--- config.mk ---
export PLATFORM = sky130hd
export DESIGN_NAME = alarm_clock_core
export DESIGN_NICKNAME = d
export VERILOG_FILES = /design/src/rtl/alarm_clock_core.sv
export SDC_FILE = /design/constraint.sdc
export NUM_CORES = 1
export LEC_CHECK = 0
export CORE_UTILIZATION = 55
export DETAILED_ROUTE_END_ITERATION = 12
export GPL_ROUTABILITY_DRIVEN = 1
export GPL_TIMING_DRIVEN = 1
export PLACE_DENSITY = 0.75
export SLEW_MARGIN = 20
export SYNTH_ARGS = -nofsm -noshare
export SYNTH_HDL_FRONTEND = slang
export SYNTH_SLANG_ARGS = --single-unit
--- constraint.sdc ---
create_clock -name CLK100MHZ -period 8 [get_ports CLK100MHZ]
set_clock_uncertainty 0.2 [all_clocks]
set_input_delay 1.6 -clock CLK100MHZ [delete_from_list [all_inputs] [get_ports CLK100MHZ]]
set_output_delay 1.6 -clock CLK100MHZ [all_outputs]
set_load 0.03 [all_outputs]
--- src/rtl/alarm_clock_core.sv ---
// Purpose : 24h time-of-day clock with NUM_ALARMS alarm slots, snooze/dismiss FSM, tone output and 12h BCD display.
// Latency : time/slot writes take effect on the next edge; display digits are combinational from the time register.
// Backpressure: none; all inputs are single-cycle strobes that are always accepted (or ignored when out of range).
//
// Ports:
//   CLK100MHZ, CPU_RESETN          clock, async active-low reset
//   set_time/set_hour/set_min      load time of day (seconds cleared)
//   alm_wr/alm_idx/alm_hour/alm_min/alm_en   write one alarm slot
//   snooze, dismiss                user strobes while an alarm is active
//   hourten/hour/minten/min/pm     12h BCD display
//   sec_tick                       one-cycle pulse per second
//   ringing/alarm_id/alarm_sound   alarm status and square-wave tone
module alarm_clock_core #(
    parameter int CLK_HZ       = 100000000,
    parameter int TICK_DIV     = 100000000,
    parameter int NUM_ALARMS   = 4,
    parameter int SNOOZE_MIN   = 9,
    parameter int RING_MAX_MIN = 5,
    parameter int TONE_DIV     = 50000
) (
    input  logic       CLK100MHZ,
    input  logic       CPU_RESETN,
    input  logic       set_time,
    input  logic [4:0] set_hour,
    input  logic [5:0] set_min,
    input  logic       alm_wr,
    input  logic [2:0] alm_idx,
    input  logic [4:0] alm_hour,
    input  logic [5:0] alm_min,
    input  logic       alm_en,
    input  logic       snooze,
    input  logic       dismiss,
    output logic [3:0] hourten,
    output logic [3:0] hour,
    output logic [3:0] minten,
    output logic [3:0] min,
    output logic       pm,
    output logic       sec_tick,
    output logic       ringing,
    output logic [2:0] alarm_id,
    output logic       alarm_sound
);

    localparam int PW = $clog2(TICK_DIV);
    localparam int TW = (TONE_DIV > 1) ? $clog2(TONE_DIV) : 1;
    localparam logic [PW-1:0] PRESC_END = PW'(TICK_DIV - 1);
    localparam logic [TW-1:0] TONE_END  = TW'(TONE_DIV - 1);
    localparam logic [5:0]    RING_LAST = 6'(RING_MAX_MIN - 1);

    // Elaboration-time guard against out-of-range parameters.
    if (CLK_HZ < 1 || TICK_DIV < 2 || NUM_ALARMS < 1 || NUM_ALARMS > 8 ||
        SNOOZE_MIN < 1 || SNOOZE_MIN > 59 || RING_MAX_MIN < 1 || RING_MAX_MIN > 59 ||
        TONE_DIV < 1) begin : g_param_check
        $error("alarm_clock_core: parameter out of range");
    end

    typedef enum logic [1:0] {
        IDLE    = 2'd0,
        RINGING = 2'd1,
        SNOOZED = 2'd2
    } state_t;

    // ------------------------------------------------------------------
    // Time of day
    // ------------------------------------------------------------------
    logic [PW-1:0] presc_q;
    logic [4:0]    hr_q;
    logic [5:0]    mn_q;
    logic [5:0]    sc_q;

    logic       set_ok;
    logic       presc_end;
    logic       tick;
    logic       min_bnd;
    logic [4:0] nxt_hr;
    logic [5:0] nxt_mn;

    assign set_ok    = set_time && (set_hour <= 5'd23) && (set_min <= 6'd59);
    assign presc_end = (presc_q == PRESC_END);
    // A valid time load swallows any tick landing on the same cycle.
    assign tick      = presc_end && !set_ok;
    assign min_bnd   = tick && (sc_q == 6'd59);

    // Time the clock will show after this minute boundary.
    always_comb begin
        nxt_mn = (mn_q == 6'd59) ? 6'd0 : mn_q + 6'd1;
        nxt_hr = hr_q;
        if (mn_q == 6'd59) begin
            nxt_hr = (hr_q == 5'd23) ? 5'd0 : hr_q + 5'd1;
        end
    end

    always_ff @(posedge CLK100MHZ or negedge CPU_RESETN) begin
        if (!CPU_RESETN) begin
            presc_q  <= '0;
            hr_q     <= '0;
            mn_q     <= '0;
            sc_q     <= '0;
            sec_tick <= 1'b0;
        end else if (set_ok) begin
            presc_q  <= '0;
            hr_q     <= set_hour;
            mn_q     <= set_min;
            sc_q     <= '0;
            sec_tick <= 1'b0;
        end else begin
            sec_tick <= presc_end;
            if (presc_end) begin
                presc_q <= '0;
                sc_q    <= (sc_q == 6'd59) ? 6'd0 : sc_q + 6'd1;
                if (min_bnd) begin
                    mn_q <= nxt_mn;
                    hr_q <= nxt_hr;
                end
            end else begin
                presc_q <= presc_q + PW'(1);
            end
        end
    end

    // ------------------------------------------------------------------
    // Alarm slots; an alm_idx beyond the last slot matches no slot.
    // ------------------------------------------------------------------
    logic [4:0] slot_hr [NUM_ALARMS];
    logic [5:0] slot_mn [NUM_ALARMS];
    logic       slot_en [NUM_ALARMS];
    logic       alm_ok;

    assign alm_ok = alm_wr && (alm_hour <= 5'd23) && (alm_min <= 6'd59);

    always_ff @(posedge CLK100MHZ or negedge CPU_RESETN) begin
        if (!CPU_RESETN) begin
            for (int i = 0; i < NUM_ALARMS; i++) begin
                slot_hr[i] <= '0;
                slot_mn[i] <= '0;
                slot_en[i] <= 1'b0;
            end
        end else begin
            for (int i = 0; i < NUM_ALARMS; i++) begin
                if (alm_ok && (alm_idx == 3'(i))) begin
                    slot_hr[i] <= alm_hour;
                    slot_mn[i] <= alm_min;
                    slot_en[i] <= alm_en;
                end
            end
        end
    end

    // Descending scan so the lowest matching index is the one left standing.
    logic       hit;
    logic [2:0] hit_id;

    always_comb begin
        hit    = 1'b0;
        hit_id = 3'd0;
        for (int i = NUM_ALARMS - 1; i >= 0; i--) begin
            if (slot_en[i] && (slot_hr[i] == nxt_hr) && (slot_mn[i] == nxt_mn)) begin
                hit    = 1'b1;
                hit_id = 3'(i);
            end
        end
    end

    // ------------------------------------------------------------------
    // Snooze wake time: current time + SNOOZE_MIN, hour wraps 23->0.
    // ------------------------------------------------------------------
    logic [6:0] snz_sum;
    logic [4:0] wake_hr_d;
    logic [5:0] wake_mn_d;

    always_comb begin
        snz_sum   = {1'b0, mn_q} + 7'(SNOOZE_MIN);
        wake_hr_d = hr_q;
        wake_mn_d = snz_sum[5:0];
        if (snz_sum >= 7'd60) begin
            wake_mn_d = 6'(snz_sum - 7'd60);
            wake_hr_d = (hr_q == 5'd23) ? 5'd0 : hr_q + 5'd1;
        end
    end

    // ------------------------------------------------------------------
    // Alarm FSM
    // ------------------------------------------------------------------
    state_t     state_q, state_d;
    logic       ring_clr;
    logic       wake_ld;
    logic       id_ld;
    logic [5:0] ring_cnt_q;
    logic [4:0] wake_hr_q;
    logic [5:0] wake_mn_q;

    always_ff @(posedge CLK100MHZ or negedge CPU_RESETN) begin
        if (!CPU_RESETN) begin
            state_q <= IDLE;
        end else begin
            state_q <= state_d;
        end
    end

    always_comb begin
        state_d  = state_q;
        ring_clr = 1'b0;
        wake_ld  = 1'b0;
        id_ld    = 1'b0;
        case (state_q)
            IDLE: begin
                if (min_bnd && hit) begin
                    state_d  = RINGING;
                    ring_clr = 1'b1;
                    id_ld    = 1'b1;
                end
            end
            RINGING: begin
                // dismiss outranks snooze when both arrive together
                if (dismiss) begin
                    state_d = IDLE;
                end else if (snooze) begin
                    state_d = SNOOZED;
                    wake_ld = 1'b1;
                end else if (min_bnd && (ring_cnt_q == RING_LAST)) begin
                    state_d = IDLE;
                end
            end
            SNOOZED: begin
                if (dismiss) begin
                    state_d = IDLE;
                end else if (min_bnd && (nxt_hr == wake_hr_q) && (nxt_mn == wake_mn_q)) begin
                    state_d  = RINGING;
                    ring_clr = 1'b1;
                end
            end
            default: state_d = IDLE;
        endcase
    end

    // Ring-minute counter, wake time and fired slot id.
    always_ff @(posedge CLK100MHZ or negedge CPU_RESETN) begin
        if (!CPU_RESETN) begin
            ring_cnt_q <= '0;
            wake_hr_q  <= '0;
            wake_mn_q  <= '0;
            alarm_id   <= '0;
        end else begin
            if (ring_clr) begin
                ring_cnt_q <= '0;
            end else if ((state_q == RINGING) && min_bnd) begin
                ring_cnt_q <= ring_cnt_q + 6'd1;
            end
            if (wake_ld) begin
                wake_hr_q <= wake_hr_d;
                wake_mn_q <= wake_mn_d;
            end
            if (id_ld) begin
                alarm_id <= hit_id;
            end
        end
    end

    // Tone: starts low on entry to RINGING, toggles every TONE_DIV cycles,
    // and drops to 0 on the edge that leaves RINGING.
    logic [TW-1:0] tone_cnt_q;

    always_ff @(posedge CLK100MHZ or negedge CPU_RESETN) begin
        if (!CPU_RESETN) begin
            tone_cnt_q  <= '0;
            alarm_sound <= 1'b0;
        end else if ((state_q == RINGING) && (state_d == RINGING)) begin
            if (tone_cnt_q == TONE_END) begin
                tone_cnt_q  <= '0;
                alarm_sound <= ~alarm_sound;
            end else begin
                tone_cnt_q <= tone_cnt_q + TW'(1);
            end
        end else begin
            tone_cnt_q  <= '0;
            alarm_sound <= 1'b0;
        end
    end

    assign ringing = (state_q == RINGING);

    // ------------------------------------------------------------------
    // 12h BCD display: 0 -> 12 AM, 12 -> 12 PM, 13..23 -> 1..11 PM
    // ------------------------------------------------------------------
    logic [4:0] h12;

    always_comb begin
        if (hr_q == 5'd0) begin
            h12 = 5'd12;
        end else if (hr_q > 5'd12) begin
            h12 = hr_q - 5'd12;
        end else begin
            h12 = hr_q;
        end
        hourten = (h12 >= 5'd10) ? 4'd1 : 4'd0;
        hour    = (h12 >= 5'd10) ? 4'(h12 - 5'd10) : 4'(h12);
        minten  = 4'(mn_q / 6'd10);
        min     = 4'(mn_q % 6'd10);
        pm      = (hr_q >= 5'd12);
    end

endmodule
# Word level (Yosys, flattened, before mapping)
# Index checks and enable logic that the tools add are counted.
[op_classes]
mux = 50
bitwise = 1
n_div = 2
reduce_logical = 32
addsub = 10
n_eq_ne = 23
n_lt_le_gt_ge = 8
[ops]
columns = ["cell", "n"]
rows = [
  ["2-to-1 mux 6 bit", 10],
  ["2-to-1 mux 27 bit", 2],
  ["2-to-1 mux 5 bit", 8],
  ["2-to-1 mux 16 bit", 2],
  ["equality test 6 bit", 5],
  ["adder 27 x 1 -> 27 bit, second input constant", 1],
  ["equality test 27 bit, second input constant", 1],
  ["equality test 5 bit", 5],
  ["logical AND 1 bit", 24],
  ["adder 6 x 1 -> 6 bit, second input constant", 3],
  ["adder 16 x 1 -> 16 bit, second input constant", 1],
  ["equality test 16 bit, second input constant", 1],
  ["2-to-1 mux 1 bit", 15],
  ["2-to-1 mux 2 bit", 7],
  ["equality test 6 bit, second input constant", 2],
  ["less-or-equal comparator 6 bit, second input constant", 2],
  [">= comparator 5 x 4 -> 1 bit, second input constant", 2],
  ["less-or-equal comparator 5 bit, second input constant", 2],
  ["2-to-1 mux 3 bit", 3],
  ["adder 6 x 4 -> 7 bit, second input constant", 1],
  [">= comparator 7 x 6 -> 1 bit, second input constant", 1],
  ["divider 6 x 4 -> 6 bit, second input constant", 1],
  ["equality test 3 x 2 -> 1 bit, second input constant", 2],
  ["equality test 6 x 3 -> 1 bit, second input constant", 1],
  ["21 further kinds", 24],
]
[word_totals]
ff_bits = 132
wordCells = 150
output_inout_bits = 23

# Depth between registers and ports, before layout
[depth]
word_depth = 16
mapped_depth = 12
mapped_depth_nobuf = 10

# Worst setup path after synthesis
# No wires, ideal clock.
[synth_timing]
path_kind = "register -> output"
startpoint = "register hr_q[3]"
endpoint = "output hour[2]"
path_stages_with_launch = 10
setup_slack_ns = 3.694
t_arrival_ns = 2.506
required_time_ns = 6.200
path_buffers = 1
cell_sequence = "dfrtp_1 > clkbuf_1 > inv_1 > ha_1 > and2_1 > o31ai_1 > ha_1 > a21oi_1 > nor2b_1 > mux2i_1"
[synth_via]
elab_chain_cells = 5
elab_cells_between_ends = 8
[synth_rtl]
columns = ["element", "line", "rtl"]
rows = [
  ["start: declaration", "67", "logic [4:0] hr_q;"],
  ["start signal: assignment", "102", "hr_q <= set_hour;"],
  ["start signal: assignment", "113", "hr_q <= nxt_hr;"],
  ["subtractor 5 x 4 -> 5 bit / greater-than comparator 5 x 4 -> 1 bit (equally long branches)", "291, 290", ""],
  ["2-to-1 mux 5 bit", "290", "end else if (hr_q > 5'd12) begin"],
  ["2-to-1 mux 5 bit *", "288", "if (hr_q == 5'd0) begin"],
  [">= comparator 5 x 4 -> 1 bit / subtractor 4 bit (equally long branches)", "296", "hour = (h12 >= 5'd10) ? 4'(h12 - 5'd10) : 4'(h12);"],
  ["2-to-1 mux 4 bit *", "296", ""],
  ["end: declaration", "34", "output logic [3:0] hour,"],
]
# Mark *: on every way between the ends. The rest lies on a longest branch, timed or not.

# Worst setup path after layout
[layout_timing]
startpoint = "register hr_q[2]"
endpoint = "output hour[2]"
[layout_via]
elab_chain_cells = 5
elab_cells_between_ends = 8
[layout_rtl]
columns = ["element", "line"]
rows = [
  ["subtractor 5 x 4 -> 5 bit / greater-than comparator 5 x 4 -> 1 bit (equally long branches)", "291, 290"],
  ["2-to-1 mux 5 bit", "290"],
  ["2-to-1 mux 5 bit *", "288"],
  ["subtractor 4 bit / >= comparator 5 x 4 -> 1 bit (equally long branches)", "296"],
  ["2-to-1 mux 4 bit *", "296"],
]
# Marked as above.

==> key figures <==
Timing
  – Setup ws final: 2580 ps
  – Finish-stage setup viols: 0
  – Final period util: 67.75%
  – Slew @ Worst Pin: 1062 ps
  – Final Hold Violating Endpoints: 0
  – Slew headroom: 28.93%
  – Unrepaired setup endpoints after global routing: no
  – Final count of pins violating max slew: 0
  – Final setup TNS: 0 ps
  – Max Freq: 184.5 MHz
  – Final Critical Period: 5420 ps

Clock tree
  – Hold Buf Count CTS: 0
  – Post-CTS setup buffer count: 0
  – Post-cts resize count: 0
  – Clk sink count: 131
  – CTS tree: done
  – CTS Buf Count: 17
  – Clock buffer depth: 2
  – CTS HTree Levels: 4
  – Root buf cell: clkbuf_16
  – Clk pin slew, worst setup/hold paths: 60 ps
  – Clk_lat worst skew: 420 ps

Drt
  – Vias: 6341
  – Routed length per instance: 18.11 µm
  – DRC Markers: 0
  – 1st-iter DRT viols: 620
  – Post-DR vias/cell: 6.010
  – Total routed wirelength: 19110 µm
  – Drt first pass iters: 5
  – ANT nets after route: 0

Synthesis
  – Seq cells post-synth: 131
  – Cell Area, Synth: 7838 µm²
  – Mux cell area share after synthesis: 8.078%
  – Largest area contributor in the netlist: dfrtp_1
  – Cell variety after synth: 73
  – Avg Cell Area, Syn: 9.443 µm²
  – Xor-xnor portion of the synthesized cell area: 11.16%
  – Post-synth EDFFs: 0
  – Complex-gate fraction of the synthesized area: 12.07%
  – Synth async-reset ratio: 100.0%
  – Post-synthesis simple-gate area fraction: 20.23%
  – Post-Synth Adder-Cell Area: 2.554%
  – Register area share after synthesis: 41.83%
  – Main combinational cell family by area after synthesis: simple AND/OR/NAND/NOR gates
  – Top cells by area, synth: dfrtp_1 (42%), mux2_2 (7.2%), xnor2_1 (5.5%), xor2_1 (5.5%), nor2_1 (4.5%)
  – Yosys warnings: 0
  – Main synth FF type: dfrtp_1
  – Gate Count Post-Synth: 830
  – Post-synth top area share: 41.83%

Power
  – Final Total Pwr: 2.137 mW
  – Power per Cell Area: 238.2 nW/µm²
  – Max IR drop VDD: 0.1712 mV
  – Static Leak: 3.789 nW

Floorplan
  – IO Count: 55
  – DIE AREA: 14730 µm²
  – Cell Rows: 43
  – Die Height: 121.4 µm
  – Core footprint: 13880 µm²
  – Starting Density: 56.46%
  – Horiz. Die Dim: 121.4 µm

Critical path
  – R2R setup slack: 3940 ps
  – CP endpoint kind: primary output
  – CP Launch Type: flop
  – Crit-path cells: inv_1 > ha_1 > and2_1 > o31ai_1 > ha_1 > a21oi_1 > nor2b_1 > mux2i_1 > clkdlybuf4s50_1
  – Crit Path Max Fanout: 13
  – Crit path top cell by count: ha_1
  – WP data required: 6200 ps
  – Crit-path max cell delay: 690 ps
  – Setup CP Type: reg2out
  – Critical Path AT: 3620 ps
  – Slowest-stage cell, CP: clkdlybuf4s50_1

Finish
  – Design area: 8971 µm²
  – Finished Core Util: 64.63%
  – Area Growth Syn to Fin: 14.46%
  – Commonest non-fill, non-tap cells in the layout: dfrtp_1 (131), nor2_1 (94), nand2_1 (87), mux2_2 (50)
  – N_diodes: 0
  – Nets: 910
  – Most common cell after layout, fill and taps aside: dfrtp_1
  – Share of cells above drive strength 1: 12.57%

Placed design
  – Port buffer count: 49
  – DPL Wire Length: 13320 µm
  – Place WS: 3058 ps
  – Routability congestion estimate: 0.9890
  – Placed inst area: 8373 µm²

Global route
  – Global-route wire length before repair: 31970 µm
  – Number of antenna violations at the first check in global routing: 0
  – Pin count of the biggest net entering global routing: 76
  – Gr ovfl total: 0
  – Total GRT Usage: 28.07%
  – Vias in the first global route: 6317

Job
  – Max_cap viols: 0

Status
  – Outcome: finished clean

Worst hold path
  – Hold Path Class: reg2reg
power by group:
group          switching (mW)  internal (mW)  total, mW
Clock                   0.299          0.485      0.784
Sequential              0.103          0.739      0.842
Combinational           0.283          0.228      0.511
critical path, delay by kind of cell, from the launching register on:
kind	cells	cell delay [ps]
DFF	1	630
AOI/OAI and AO/OA	2	490
muxes	1	220
adders and majority gates	2	530
buffers and inverters	2	880
and+or+nand+nor	2	440
metal layers:
layer  up-vias  global-route usage, %  wire length (µm)
met5         -                      0                 0
met4         0                  13.43               728
met3        60                  6.344              1080
met2       223                  45.95              9316
met1      3106                  34.99              7980
li1       2952                      -                 -
final cells by class:
cell class / count / area, µm²
Fill cell: 1125 / 4910
Clock inverter: 11 / 127.6
Timing Repair Buffer: 52 / 510.5
Sequential cell: 131 / 3278
Tap cell: 180 / 225.2
Multi-Input combinational cell: 635 / 4265
Clock buffer: 21 / 470.5
Inverter: 25 / 93.84
state kept, by name (all words and copies together), names as in the netlist, 4 cells and up:
register,count
presc_q,27
slot_mn,24
slot_hr,20
tone_cnt_q,16
mn_q,6
ring_cnt_q,6
sc_q,6
wake_mn_q,6
hr_q,5
wake_hr_q,5
slot_en,4
path summary, 6_finish.rpt:
kind | start | to | cells after the start
worst max-delay path | hr_q[2] | hour[2] | 9
min in group asynchronous | CPU_RESETN | slot_en[1] | 1
worst max register to register | mn_q[0] | ring_cnt_q[5] | 9
max in group asynchronous | CPU_RESETN | presc_q[8] | 2
worst min register to register | tone_cnt_q[0] | tone_cnt_q[0] | 1
worst min-delay path | tone_cnt_q[0] | tone_cnt_q[0] | 1
logic make-up (layout without fill, tap and decap cells):
| logic type | after synthesis | after routing |
|---|---|---|
| AND/OR/NAND/NOR | 321 | 321 |
| AO/OA/AOI/OAI | 137 | 137 |
| flip-flops | 131 | 131 |
| XOR/XNOR | 99 | 99 |
| buffers and inverters | 68 | 109 |
| multiplexers | 57 | 57 |
| adder cells (fa/ha/maj) | 16 | 16 |
| other | 1 | 5 |
cells in the mapped netlist (6+ instances only):
master	n
mux2_2	50
nor2_1	94
buf_2	13
o21a_1	6
ha_1	16
nand2_1	87
nor4_1	8
inv_1	25
nor2b_1	8
nand4_1	16
xnor2_1	49
nand3_1	29
and2_1	7
or3_1	6
clkbuf_1	19
and3_1	16
dfrtp_1	131
mux2i_1	7
o211ai_1	7
nor3_1	18
a21oi_1	27
buf_4	10
xor2_1	49
o21ai_0	49
per-stage QoR:
stage	std cells	hold WS, ps
after floorplan	834	247.9
after global placement	1023	261.6
after detailed placement	1023	278.1
after CTS	1055	286.6
after global routing	1055	293.7
final	1055	283.8
Note: power is estimated with default switching activity, not from simulation.
